File: src/rtl/palette_pkg.sv
// Shared types and helpers for the palette fade controller.
// Latency: n/a (types, constants and a combinational helper only).
// Backpressure: n/a.
package palette_pkg;

  localparam int PAL_ENTRIES = 16;
  localparam int LEVEL_MAX   = 16;
  localparam int LEVEL_W     = 5;

  // One palette entry, red in the top byte
  typedef struct packed {
    logic [7:0] r;
    logic [7:0] g;
    logic [7:0] b;
  } rgb_t;

  typedef enum logic [1:0] {
    ST_IDLE,
    ST_FADE_OUT,
    ST_LOAD,
    ST_FADE_IN
  } state_t;

  // c * level / 16; level 16 is unity gain, so bits [11:4] of the
  // 13-bit product give the channel back unchanged at full brightness
  function automatic logic [7:0] scale_chan(input logic [7:0] c,
                                            input logic [LEVEL_W-1:0] level);
    logic [12:0] prod;
    prod = 13'(c) * 13'(level);
    return prod[11:4];
  endfunction

endpackage

File: src/rtl/palette_scale.sv
// Brightness scaler: multiplies each colour channel by level/16.
// Latency: 0 cycles (purely combinational).
// Backpressure: none; output follows inputs continuously.
module palette_scale
  import palette_pkg::*;
(
  input  rgb_t                color,
  input  logic [LEVEL_W-1:0]  level,
  output rgb_t                scaled
);

  // Scale the three channels independently with the same level
  always_comb begin
    scaled   = '0;
    scaled.r = scale_chan(color.r, level);
    scaled.g = scale_chan(color.g, level);
    scaled.b = scale_chan(color.b, level);
  end

endmodule

File: src/rtl/palette_fade_ctrl.sv
// Live 16-entry palette with fade-out / reload / fade-in switch sequencing.
// Latency: pixel lookup 1 cycle; switch sequence 2*LEVEL_MAX+18 cycles worst case with ticks every cycle.
// Backpressure: none; switch requests arriving while busy are dropped and must be retried.
module palette_fade_ctrl #(
  parameter int NUM_PAL   = 4,
  parameter int LEVEL_MAX = 16
) (
  input  logic                                     i_clk,
  input  logic                                     i_rst_n,
  input  logic                                     i_switch_req,
  input  logic [((NUM_PAL > 1) ? $clog2(NUM_PAL) : 1)-1:0] i_switch_id,
  output logic                                     o_busy,
  output logic                                     o_done,
  output logic [((NUM_PAL > 1) ? $clog2(NUM_PAL) : 1)-1:0] o_src_sel,
  output logic [3:0]                               o_src_idx,
  input  logic [23:0]                              i_src_color,
  input  logic                                     i_frame_tick,
  input  logic                                     i_pix_valid,
  input  logic [3:0]                               i_pix_idx,
  output logic                                     o_pix_valid,
  output logic [23:0]                              o_pix_color
);

  import palette_pkg::*;

  localparam int                 ID_W     = (NUM_PAL > 1) ? $clog2(NUM_PAL) : 1;
  localparam logic [LEVEL_W-1:0] LVL_FULL = LEVEL_W'(LEVEL_MAX);
  localparam logic [3:0]         LAST_IDX = 4'(PAL_ENTRIES - 1);

  state_t              state;
  logic [LEVEL_W-1:0]  level;
  logic [3:0]          load_cnt;
  logic [ID_W-1:0]     sel_id;
  logic                busy;
  logic                done;
  rgb_t                pal [PAL_ENTRIES];

  rgb_t                lut_rgb;
  rgb_t                lut_scaled;
  logic                pix_valid_q;
  rgb_t                pix_color_q;

  // Switch sequencer: owns state, brightness level, load counter, latched
  // id and the palette register file. A reset mid-load wipes the palette so
  // no half-loaded mix of two screens can ever be faded back in.
  always_ff @(posedge i_clk or negedge i_rst_n) begin
    if (!i_rst_n) begin
      state    <= ST_IDLE;
      level    <= '0;
      load_cnt <= '0;
      sel_id   <= '0;
      busy     <= 1'b0;
      done     <= 1'b0;
      for (int i = 0; i < PAL_ENTRIES; i++) begin
        pal[i] <= '0;
      end
    end else begin
      done <= 1'b0;
      case (state)
        ST_IDLE: begin
          // Frame ticks are deliberately ignored here, even in the
          // same cycle as an accepted request
          if (i_switch_req) begin
            sel_id <= i_switch_id;
            state  <= ST_FADE_OUT;
            busy   <= 1'b1;
          end
        end
        ST_FADE_OUT: begin
          // Zero check comes first so an already-black screen moves on
          // without waiting for a frame tick
          if (level == '0) begin
            state <= ST_LOAD;
          end else if (i_frame_tick) begin
            level <= level - 1'b1;
          end
        end
        ST_LOAD: begin
          pal[load_cnt] <= i_src_color;
          if (load_cnt == LAST_IDX) begin
            load_cnt <= '0;
            state    <= ST_FADE_IN;
          end else begin
            load_cnt <= load_cnt + 1'b1;
          end
        end
        ST_FADE_IN: begin
          // busy drops in the same cycle the done pulse is visible
          if (level == LVL_FULL) begin
            state <= ST_IDLE;
            busy  <= 1'b0;
            done  <= 1'b1;
          end else if (i_frame_tick) begin
            level <= level + 1'b1;
          end
        end
        default: begin
          state <= ST_IDLE;
          busy  <= 1'b0;
        end
      endcase
    end
  end

  // Lookup reads the palette and level as they stand in the request cycle
  assign lut_rgb = pal[i_pix_idx];

  palette_scale u_scale (
    .color  (lut_rgb),
    .level  (level),
    .scaled (lut_scaled)
  );

  // Lookup output register: valid always follows, colour updates on valid
  always_ff @(posedge i_clk or negedge i_rst_n) begin
    if (!i_rst_n) begin
      pix_valid_q <= 1'b0;
      pix_color_q <= '0;
    end else begin
      pix_valid_q <= i_pix_valid;
      if (i_pix_valid) begin
        pix_color_q <= lut_scaled;
      end
    end
  end

  // The ROM address must be combinational so the ROM data lands in the
  // same cycle as the write it feeds; the index is parked at 0 outside LOAD
  assign o_src_idx   = (state == ST_LOAD) ? load_cnt : 4'd0;
  assign o_src_sel   = sel_id;
  assign o_busy      = busy;
  assign o_done      = done;
  assign o_pix_valid = pix_valid_q;
  assign o_pix_color = pix_color_q;

endmodule
File: config.mk
export PLATFORM = sky130hd
export DESIGN_NAME = palette_fade_ctrl
export DESIGN_NICKNAME = d
export VERILOG_FILES = /design/src/rtl/palette_pkg.sv /design/src/rtl/palette_scale.sv /design/src/rtl/palette_fade_ctrl.sv
export SDC_FILE = /design/constraint.sdc
export NUM_CORES = 1
export LEC_CHECK = 0
export ABC_AREA = 1
export BUFFER_PORTS_ARGS = -buffer_cell sky130_fd_sc_hd__buf_2
export CORE_UTILIZATION = 63
export DETAILED_ROUTE_END_ITERATION = 8
export PLACE_DENSITY_LB_ADDON = 0.05
export SLEW_MARGIN = 20
export SYNTH_ARGS = -nofsm -noshare
export SYNTH_HDL_FRONTEND = slang
export SYNTH_HIERARCHICAL = 1
export SYNTH_SLANG_ARGS = --single-unit
export TNS_END_PERCENT = 20
File: constraint.sdc
create_clock -name i_clk -period 5.02 [get_ports i_clk]
set_clock_uncertainty 0.15 [all_clocks]
set_input_delay 0.753 -clock i_clk [delete_from_list [all_inputs] [get_ports i_clk]]
set_output_delay 0.753 -clock i_clk [all_outputs]
set_load 0.05 [all_outputs]
# Yosys cells after proc, flatten, opt, wreduce, memory -nomap -nowiden
# Cells that the tools add are included.
[classes] magnitude_cmp=3 bitwise_logic=2 n_addsub=3 mux=23 n_eq_ne=13 mul=3 reduce_logical=9
[ops] op="$bwmux W384" count=1
[ops] op="$bmux W24 S4" count=1
[ops] op="$demux W24 S4" count=1
[ops] op="$mux W24" count=3
[ops] op="$mul A8 B5 Y12" count=3
[ops] op="$mux W5" count=4
[ops] op="$ne A2 B2 Y1 const B" count=8
[ops] op="$ge A5 B5 Y1 const B" count=2
[ops] op="$not A4 Y5" count=2
[ops] op="$pmux W5 S2" count=1
[ops] op="$mux W2" count=4
[ops] op="$mux W4" count=2
[ops] op="$pmux W2 S4" count=1
[ops] op="$add A5 B1 Y5 const B" count=1
[ops] op="$eq A5 B5 Y1 const B" count=1
[ops] op="$logic_not A5 Y1" count=1
[ops] op="$lt A5 B1 Y1 const B" count=1
[ops] op="$reduce_and A5 Y1" count=1
[ops] op="$sub A5 B1 Y5 const B" count=1
[ops] op="$add A4 B1 Y4 const B" count=1
[ops] op="$eq A2 B2 Y1 const B" count=2
[ops] op="$eq A4 B4 Y1 const B" count=1
[ops] op="$mux W1" count=4
[ops] op="$reduce_and A4 Y1" count=1
[ops] op="other kinds (7)" count=8
[totals] output_inout_bits=33 inputBits=35 wordCells=114 register_bits=424

# Depth between registers and ports, before layout
# Gate-level depths: netlist (run 1).
[depth] ltp_word=6 ltp_mapped=25 ltp_nobuf=23

# By module
# Netlist (run 1), hierarchy kept.
[by_module_without_submodules] mod="palette_fade_ctrl" area_each_um2=19596.3 cells_per_inst=2322 seq_area_each_um2=10610.2 instances=1
[by_module_without_submodules] mod="palette_scale" area_each_um2=3621.0 cells_per_inst=554 seq_area_each_um2=0.0 instances=1

# Worst setup path before layout (run 1)
# OpenSTA, ideal clock, no wires.
[synth_path] path_kind="input to register" start="input i_pix_idx[2]" end="register pix_color_q (netlist bit o_pix_color[14])" required_time_ps=4745 n_path_buf=2 cell_stages=21 t_arrival_ps=4410 path_slack_ps=335 setup_time_ps=125 cell_sequence="inv_1 clkbuf_1 clkbuf_1 nand3_1 nand3_1 nand2_1 nand2_1 inv_1 fa_1 fa_1 inv_1 fa_1 inv_1 ha_1 a21oi_1 o21bai_1 a21oi_1 nand2_1 nand2_1 nand2_1 mux2_2"
[synth_rtl] element="start, declared" line_no="palette_fade_ctrl.sv:19" rtl="input logic [3:0] i_pix_idx,"
[synth_rtl] element="end signal, assigned" line_no="palette_fade_ctrl.sv:122" rtl="pix_color_q <= lut_scaled;"
[synth_rtl] element="end, declared" line_no="palette_fade_ctrl.sv:41" rtl="rgb_t pix_color_q;"

==> results of run 1 <==
final cells by class:
class / instances / area, um2 / share of cell area, %
flip-flops and latches: 424 / 10600 / 41.0
clock inverters: 12 / 214 / 0.827
well taps: 461 / 577 / 2.23
inverters: 407 / 1530 / 5.91
multi-input cells: 1847 / 10100 / 39.2
repair buffers: 182 / 1460 / 5.65
clock buffers: 67 / 1340 / 5.18
critical path, stage by stage:
cell,delay [ns]
buf_6,0.35
buf_12,0.22
o211ai_1,0.11
nand3_1,0.09
nand3_1,0.10
nand2_1,0.24
nand2_1,0.13
fa_1,0.57
fa_1,0.43
fa_1,0.49
inv_1,0.04
ha_1,0.31
a21oi_1,0.22
o21ai_0,0.14
nand2_1,0.10
nand3_1,0.07
nand2_1,0.08
nand2_1,0.05
mux2_2,0.26
cells by family after synthesis:
group / share of synthesized area (%)
buf+inv: 10.8
xor+xnor: 1.02
fa+ha+maj: 7.70
simple gates: 16.8
mux: 1.26
flops: 45.7
compound gates: 16.7
cells in the final DEF, fill, tap and decap left out, types with 64 or more instances in the layout:
cell	instances
inv_1	404
o211ai_1	96
nor2_1	68
nand3_1	169
dfrtp_1	424
buf_2	64
nand2_1	686
buf_4	96
o21ai_0	390
ha_1	66
a21oi_1	167
routing by layer:
metal	up-vias	part of all wire, %	GRT usage, %	wire (um)
li1	9270	-	-	-
met1	9359	44	43.3	25400
met2	552	47	53.7	27500
met3	122	5.7	4.59	3300
met4	0	3.7	12.6	2180
met5	-	0	0	0
registers in the layout, summed over array words and instances (netlist names):
register     count
level            5
state            2
pal            384
o_src_sel        2
o_pix_valid      1
o_done           1
load_cnt         4
o_busy           1
o_pix_color     24
per-stage QoR:
| stage | worst slack [ns] | area, um2 | hold slack (ns) |
|---|---|---|---|
| final | 0.541 | 25900 | 0.0967 |
| after global routing | 0.253 | 25900 | 0.148 |
| after CTS | 0.592 | 25900 | 0.130 |
| after detailed placement | -0.0166 | 24300 | 0.318 |
| after global placement | 0.0556 | 24300 | 0.310 |
| after floorplan | 0.335 | 23200 | 0.298 |
worst min path at each step:
stage	from	end	slack, ns	depth (start not counted)
floorplan	pal[169]	pal[169]	0.30	2
global placement	pal[265]	pal[265]	0.31	2
detailed placement	pal[277]	pal[277]	0.32	2
CTS	i_rst_n	pal[51]	0.13	1
global route	i_rst_n	pal[53]	0.15	1
finish	i_rst_n	pal[54]	0.1	1
power by group through the flow:
stage                     clock, W  combinational [W]  sequential, W
final                      0.00351            0.00841        0.00583
after global routing       0.00367            0.00973        0.00600
after CTS                  0.00355            0.00847        0.00580
after detailed placement         0            0.00839        0.00583
after global placement           0            0.00814        0.00578
after floorplan                  0            0.00588        0.00594
==> out/qor.txt, run 1 <==
clock sink count: 424
TritonCTS clock tree: built
FFs w/ async S/R, synth: 100%
reg-to-reg startpoint: pal[67]
average wire per cell in the routed design: 17.2 um
Setup CP Type: in2reg
top cell type's share of synthesized area: 45.7%
Post-CTS Setup Bufs: 0
Tot Pwr: 0.0178 W
Synth-to-Final Area Change: 11.4%
iteration-0 DRC count of the detailed router: 1467
largest net degree at the start of global routing: 106
Worst VDD drop: 0.000471 V
CP startpoint kind: primary input
Slew @ Worst Pin: 1.12 ns
Root Buffer: clkbuf_16
nets: 3056
# port buffers: 67
Critical Path Fanout Max: 33
top-count cell post-synth: nand2_1
Net Sw Frac: 40.3%
Slew headroom: 25.2%
cell taking the most area after synthesis: dfrtp_1
total I/O pin count: 68
internal cell power: 0.0106 W
Die Span Y: 194 um
Ant. Diodes: 0
Min-Delay Path Class: in2async
Die Width: 194 um
Final Max Slew Viols: 0
count of cell types in the netlist: 34
Final period util: 89.2%
total net switching power: 0.00716 W
final hold viol count: 0
initial antenna violation count: 0
max frequency: 0.223 GHz
RSZ-0062 raised after global routing: no
row cnt: 69
Cells after DPL: 3321
total core area: 35900 um2
# Max-Cap Violations: 0
clock-pin slew on the worst setup and hold paths: 0.06 ns
number of remaining DRC errors: 0
die area: 37600 um2
Num CTS Buffers: 45
Top FF cell, synth: dfrtp_1
RD Place Congestion: 0.835
status: completed
layout cells sized above 1: 10.3%
crit path from: i_pix_idx[1]
drt via density: 5.68
Initial DRT Pass Iterations: 5
R2R Setup Slk: 0.77 ns
Detail Route Antenna Nets: 0
worst path arrival time: 4.79 ns
Mapped Avg Cell Area: 8.07 um2
Post-Syn Area: 23200 um2
reg2reg path depth: 22
Critical Path Sink: o_pix_color[7]
worst endpoint required time: 5.33 ns
crit path capture type: flop
reg2reg end: o_pix_color[23]
HPWL after detailed placement: 36600 um
count of state elements after synthesis: 424
post-synthesis sequential area ratio: 45.7%
post-synthesis cell count: 2876
Worst-Skew Late Latency: 0.59 ns
final core occ: 72.0%
clk buf depth: 3
fillcell total: 2860
final non-filler cell total: 3400
PwrDens: 687 nW/um2
overall global routing resource usage: 32.4%
top cells by area, synth: dfrtp_1, nand2_1, o21ai_0
vias in the first global route: 19220
power share of the sequential group: 32.8%
Mapped Nets: 3025
initial core utilization: 64.6%
combinational share of power: 47.4%
hold_buf cts: 0
EDFF count, synth: 0
post_cts resized: 0
most frequent cells after synthesis: nand2_1, dfrtp_1, inv_1, o21ai_0, nand3_1
first-pass GRT wire length: 97500 um
setup_tns: 0 ns
setup violators final: 0
Final min period: 4.48 ns
Clock Power Share: 19.8%
Post-Route WL: 58400 um
CTS H-tree depth: 2
GR Overflow Total: 0
Leak Pwr: 13.6 nW
yosys warns: 6
via count: 19303
No activity file was read; power rests on OpenSTA's default activity.
==> inputs of run 2 (changes only) <==
--- a/config.mk
+++ b/config.mk
@@ -9,7 +9,7 @@
 export BUFFER_PORTS_ARGS = -buffer_cell sky130_fd_sc_hd__buf_2
 export CORE_UTILIZATION = 63
 export DETAILED_ROUTE_END_ITERATION = 8
-export PLACE_DENSITY_LB_ADDON = 0.05
+export PLACE_DENSITY_LB_ADDON = 0.2
 export SLEW_MARGIN = 20
 export SYNTH_ARGS = -nofsm -noshare
 export SYNTH_HDL_FRONTEND = slang
==> constraint.sdc (replaced) <==
create_clock -name i_clk -period 5.02 [get_ports i_clk]
set_clock_uncertainty 0.15 [all_clocks]
set_input_delay 0.251 -clock i_clk [delete_from_list [all_inputs] [get_ports i_clk]]
set_output_delay 0.251 -clock i_clk [all_outputs]
set_load 0.05 [all_outputs]
==> out/qor.txt, run 2 (synthesis results as in run 1) <==
Final period util: 87.3%
Post-Route WL: 59200 um
TritonCTS clock tree: built
Detail Route Antenna Nets: 0
setup violators final: 0
Initial DRT Pass Iterations: 6
Min-Delay Path Class: in2async
first-pass GRT wire length: 98400 um
initial antenna violation count: 0
Multi-input gate area: 10100 um2
average wire per cell in the routed design: 17.6 um
Setup CP Type: reg2reg
power share of the sequential group: 33.8%
commonest non-fill, non-tap cell in the layout: nand2_1
total core area: 35900 um2
Die Span Y: 194 um
FF+latch area: 10600 um2
Most flops, register: pal
worst endpoint required time: 5.33 ns
Leak Pwr: 13.4 nW
Num CTS Buffers: 46
clock sink count: 424
Worst-Skew Late Latency: 0.57 ns
most frequent cells in the layout: nand2_1, dfrtp_1, inv_1
number of remaining DRC errors: 0
CTS H-tree depth: 2
max FFs per register: 384
status: completed
final hold viol count: 0
initial core utilization: 64.6%
Die Width: 194 um
HPWL after detailed placement: 36100 um
Worst VDD drop: 0.000410 V
max frequency: 0.228 GHz
row cnt: 69
CP startpoint kind: flop
clock-pin slew on the worst setup and hold paths: 0.06 ns
Slew headroom: 31.9%
# Max-Cap Violations: 0
PwrDens: 676 nW/um2
drt via density: 5.79
combinational share of power: 46.1%
clk buf depth: 3
Critical Path Fanout Max: 5
Ant. Diodes: 0
internal cell power: 0.0101 W
# port buffers: 67
total net switching power: 0.00719 W
die area: 37600 um2
GR Overflow Total: 0
fillcell total: 2775
total I/O pin count: 68
worst path arrival time: 4.69 ns
Root Buffer: clkbuf_16
vias in the first global route: 19216
largest net degree at the start of global routing: 146
layout cells sized above 1: 8.19%
setup_tns: 0 ns
post_cts resized: 0
iteration-0 DRC count of the detailed router: 1716
Slew @ Worst Pin: 1.02 ns
Final min period: 4.38 ns
final core occ: 71.3%
RD Place Congestion: 0.887
RSZ-0062 raised after global routing: no
Synth-to-Final Area Change: 10.3%
overall global routing resource usage: 32.7%
Clock Power Share: 20.0%
crit path capture type: flop
Net Sw Frac: 41.5%
via count: 19514
Final Max Slew Viols: 0
nets: 3026
-- run 2: cell types whose count changed in the layout (fill, tap and decap cells not counted), sizes merged --
cell         change
buf             -63
dlygate4sd3     +32
bufinv           -1
clkbuf           +1
clkinv           -1
-- run 2: power groups by stage --
stage	Sequential [W]	Combinational [W]	Clock, W
3_3_place_gp	0.00580	0.00751	0
2_1_floorplan	0.00594	0.00588	0
4_1_cts	0.00583	0.00799	0.00353
6_report	0.00586	0.00800	0.00347
5_1_grt	0.00602	0.00920	0.00366
3_5_place_dp	0.00587	0.00784	0
-- run 2: path summary, 6_finish.rpt --
check / start / to / slack [ns] / cells after the start
worst max register to register: pal[164] / o_pix_color[23] / 0.64 / 20
worst max-delay path: pal[164] / o_pix_color[23] / 0.64 / 20
worst min-delay path: i_rst_n / pal[268] / 0.19 / 2
worst min register to register: pal[177] / pal[177] / 0.33 / 2
min in group i_clk: i_src_color[4] / pal[4] / 0.29 / 4
max in group asynchronous: i_rst_n / pal[308] / 3.20 / 3
-- run 2: worst max-delay path, cell delays in order (launching register included) --
cell and delay [ns]:
dfrtp_1 0.34, inv_1 0.04, a21oi_1 0.10, o21ai_0 0.11, nand3_1 0.10, nand3_1 0.14
nand2_1 0.28, nand2_1 0.09, inv_1 0.10, fa_1 0.45, fa_1 0.49, inv_1 0.05
fa_1 0.47, inv_1 0.04, ha_1 0.34, nand2_1 0.11, nor3_1 0.26, nand4_1 0.17
nand4_1 0.12, nand2_1 0.05, mux2_2 0.26
-- run 2: repair_timing --
action / in CTS / in global routing
endpoints found under the hold margin: 174 / 0
hold buffers: 32 / 0
buffers inserted: 0 / 0
endpoints found under the setup margin: 0 / 0
-- run 2: metal layers --
layer	vias up	part of all wire [%]	global-route usage, %
li1	9231	-	-
met1	9418	41	43.3
met2	726	48	54.6
met3	139	6.8	4.97
met4	0	3.3	12.6
met5	-	0	0
-- run 2: layout make-up --
class / count / area share, %
Inverter: 407 / 5.96
Clock inverter: 10 / 0.611
Tap cell: 461 / 2.25
Sequential cell: 424 / 41.4
Multi-Input combinational cell: 1847 / 39.5
Timing Repair Buffer: 151 / 4.77
Clock buffer: 68 / 5.46
-- run 2: stage by stage --
stage | power [W] | instance area (um2) | setup WS, ns | hold slack, ns | instances
4_1_cts | 0.0173 | 25600 | 0.685 | 0.238 | 3368
6_report | 0.0173 | 25600 | 0.638 | 0.187 | 3368
5_1_grt | 0.0189 | 25600 | 0.299 | 0.298 | 3368
2_1_floorplan | 0.0118 | 23200 | 0.837 | -0.195 | 2876
3_3_place_gp | 0.0133 | 23700 | 0.313 | 0.258 | 3257
3_5_place_dp | 0.0137 | 23700 | 0.197 | 0.258 | 3258
==> inputs of run 3 (changes only) <==
--- a/config.mk
+++ b/config.mk
@@ -6,10 +6,11 @@
 export NUM_CORES = 1
 export LEC_CHECK = 0
 export ABC_AREA = 1
-export BUFFER_PORTS_ARGS = -buffer_cell sky130_fd_sc_hd__buf_2
-export CORE_UTILIZATION = 63
+export CORE_UTILIZATION = 65
 export DETAILED_ROUTE_END_ITERATION = 8
+export DONT_BUFFER_PORTS = 1
 export PLACE_DENSITY_LB_ADDON = 0.2
+export RECOVER_POWER = 100
 export SLEW_MARGIN = 20
 export SYNTH_ARGS = -nofsm -noshare
 export SYNTH_HDL_FRONTEND = slang
==> out/qor.txt, run 3 (synthesis results as in run 1) <==
Final min period: 4.38 ns
clk buf depth: 3
first-pass GRT wire length: 92000 um
final core occ: 70.7%
# Max-Cap Violations: 15
WHS: -0.773 ns
internal cell power: 0.00979 W
worst path arrival time: 4.68 ns
vias in the first global route: 18102
fillcell total: 2813
Post-Route WL: 56200 um
Ant. Diodes: 0
Worst-Skew Late Latency: 0.58 ns
row cnt: 68
commonest non-fill, non-tap cell in the layout: nand2_1
Most flops, register: pal
total core area: 34900 um2
total net switching power: 0.00684 W
# port buffers: 0
TritonCTS clock tree: built
initial core utilization: 66.6%
number of remaining DRC errors: 0
Slew @ Worst Pin: 3.00 ns
Slew headroom: -101%
Detail Route Antenna Nets: 0
GR Overflow Total: 0
final non-filler cell total: 3265
Cells after DPL: 3154
FF+latch area: 10600 um2
CP startpoint kind: flop
largest net degree at the start of global routing: 425
setup_tns: 0 ns
Net Sw Frac: 41.1%
via count: 18683
nets: 2929
layout cells sized above 1: 4.02%
PwrDens: 674 nW/um2
clock sink count: 424
RD Place Congestion: 0.858
Final Max Slew Viols: 704
die area: 36500 um2
Worst VDD drop: 0.000629 V
clock-pin slew on the worst setup and hold paths: 0.06 ns
power share of the sequential group: 37.3%
Multi-input gate area: 10100 um2
max frequency: 0.228 GHz
Num CTS Buffers: 44
CTS H-tree depth: 2
Leak Pwr: 12.8 nW
iteration-0 DRC count of the detailed router: 1726
Synth-to-Final Area Change: 6.20%
HPWL after detailed placement: 33400 um
Critical Path Fanout Max: 5
setup violators final: 0
RSZ-0062 raised after global routing: no
worst endpoint required time: 5.32 ns
initial antenna violation count: 0
Clock Power Share: 19.4%
average wire per cell in the routed design: 17.2 um
Initial DRT Pass Iterations: 7
Post-CTS Setup Bufs: 0
Die Width: 191 um
Final period util: 87.3%
combinational share of power: 43.2%
Setup CP Type: reg2reg
most frequent cells in the layout: nand2_1, o21ai_0, dfrtp_1
max FFs per register: 384
Die Span Y: 191 um
overall global routing resource usage: 31.8%
crit path capture type: flop
final hold viol count: 424
Root Buffer: clkbuf_16
drt via density: 5.72
total I/O pin count: 68
Min-Delay Path Class: in2async
status: finished with violations
failing checks: hold timing, capacitance limit, slew limit
run 3: cell count changes in the layout (fill, tap and decap cells not counted), sizes merged:
cell	delta
dlygate4sd3	-1
inv	+2
buf	-111
clkbuf	+16
clkinvlp	-1
clkinv	-1
bufinv	-1
run 3: routing by layer:
metal / track usage [%] / vias to the layer above / share of wire [%]
met2: 54.6 / 596 / 50
met1: 41.4 / 8968 / 41
met3: 4.13 / 114 / 5.9
met5: 0 / - / 0
li1: - / 9005 / -
met4: 11.3 / 0 / 3.2
run 3: timing repair:
action / in CTS / in global routing
hold buffers: 31 / 1
setup endpoints to repair: 0 / 0
gates resized for setup: 0 / 0
hold endpoints to repair: 821 / 425
run 3: path summary, 6_finish.rpt:
kind                                 start              end  slack [ns]  cells past startpoint
hold / removal                     i_rst_n          pal[58]       -0.77                      0
hold reg to reg                   pal[365]         pal[365]        0.33                      2
setup / recovery                   pal[21]  o_pix_color[22]        0.64                     21
max in group asynchronous          i_rst_n      load_cnt[0]        4.77                      0
min in group i_clk         i_src_color[23]          pal[71]        0.24                      3
setup reg to reg                   pal[21]  o_pix_color[22]        0.64                     21
run 3: stage by stage:
stage	total power [W]	cell area [um2]	worst slack, ns
after floorplan	0.0118	23200	0.837
after global placement	0.0130	23000	0.844
after detailed placement	0.0134	23000	0.738
after CTS	0.0167	24700	0.753
after global routing	0.0182	24700	0.391
final	0.0166	24700	0.639
run 3: area by class of cell:
type | instances | area share [%]
clock buffers | 67 | 5.18
well taps | 455 | 2.31
clock inverters | 9 | 0.579
inverters | 407 | 6.20
repair buffers | 56 | 1.81
multi-input cells | 1847 | 40.9
flip-flops and latches | 424 | 43.0
run 3: critical path, cell delays in order, from the launching register on:
cell	delay, ns
dfrtp_1	0.37
inv_1	0.07
nand2_1	0.08
o211ai_1	0.13
nand3_1	0.17
nand3_1	0.10
nand2_1	0.16
nand2_1	0.12
inv_1	0.06
fa_1	0.49
fa_1	0.49
inv_1	0.05
fa_1	0.47
inv_1	0.04
ha_1	0.33
a21oi_1	0.23
o21bai_1	0.09
a21oi_1	0.19
nand2_1	0.08
nand2_1	0.06
nand2_1	0.04
mux2_2	0.25
run 3: power by group through the flow:
stage          Clock (W)  Sequential (W)  Combinational (W)
2_1_floorplan          0         0.00594            0.00588
3_3_place_gp           0         0.00615            0.00684
3_5_place_dp           0         0.00623            0.00714
4_1_cts          0.00328         0.00618            0.00726
5_1_grt          0.00341         0.00637            0.00838
6_report         0.00323         0.00621            0.00719
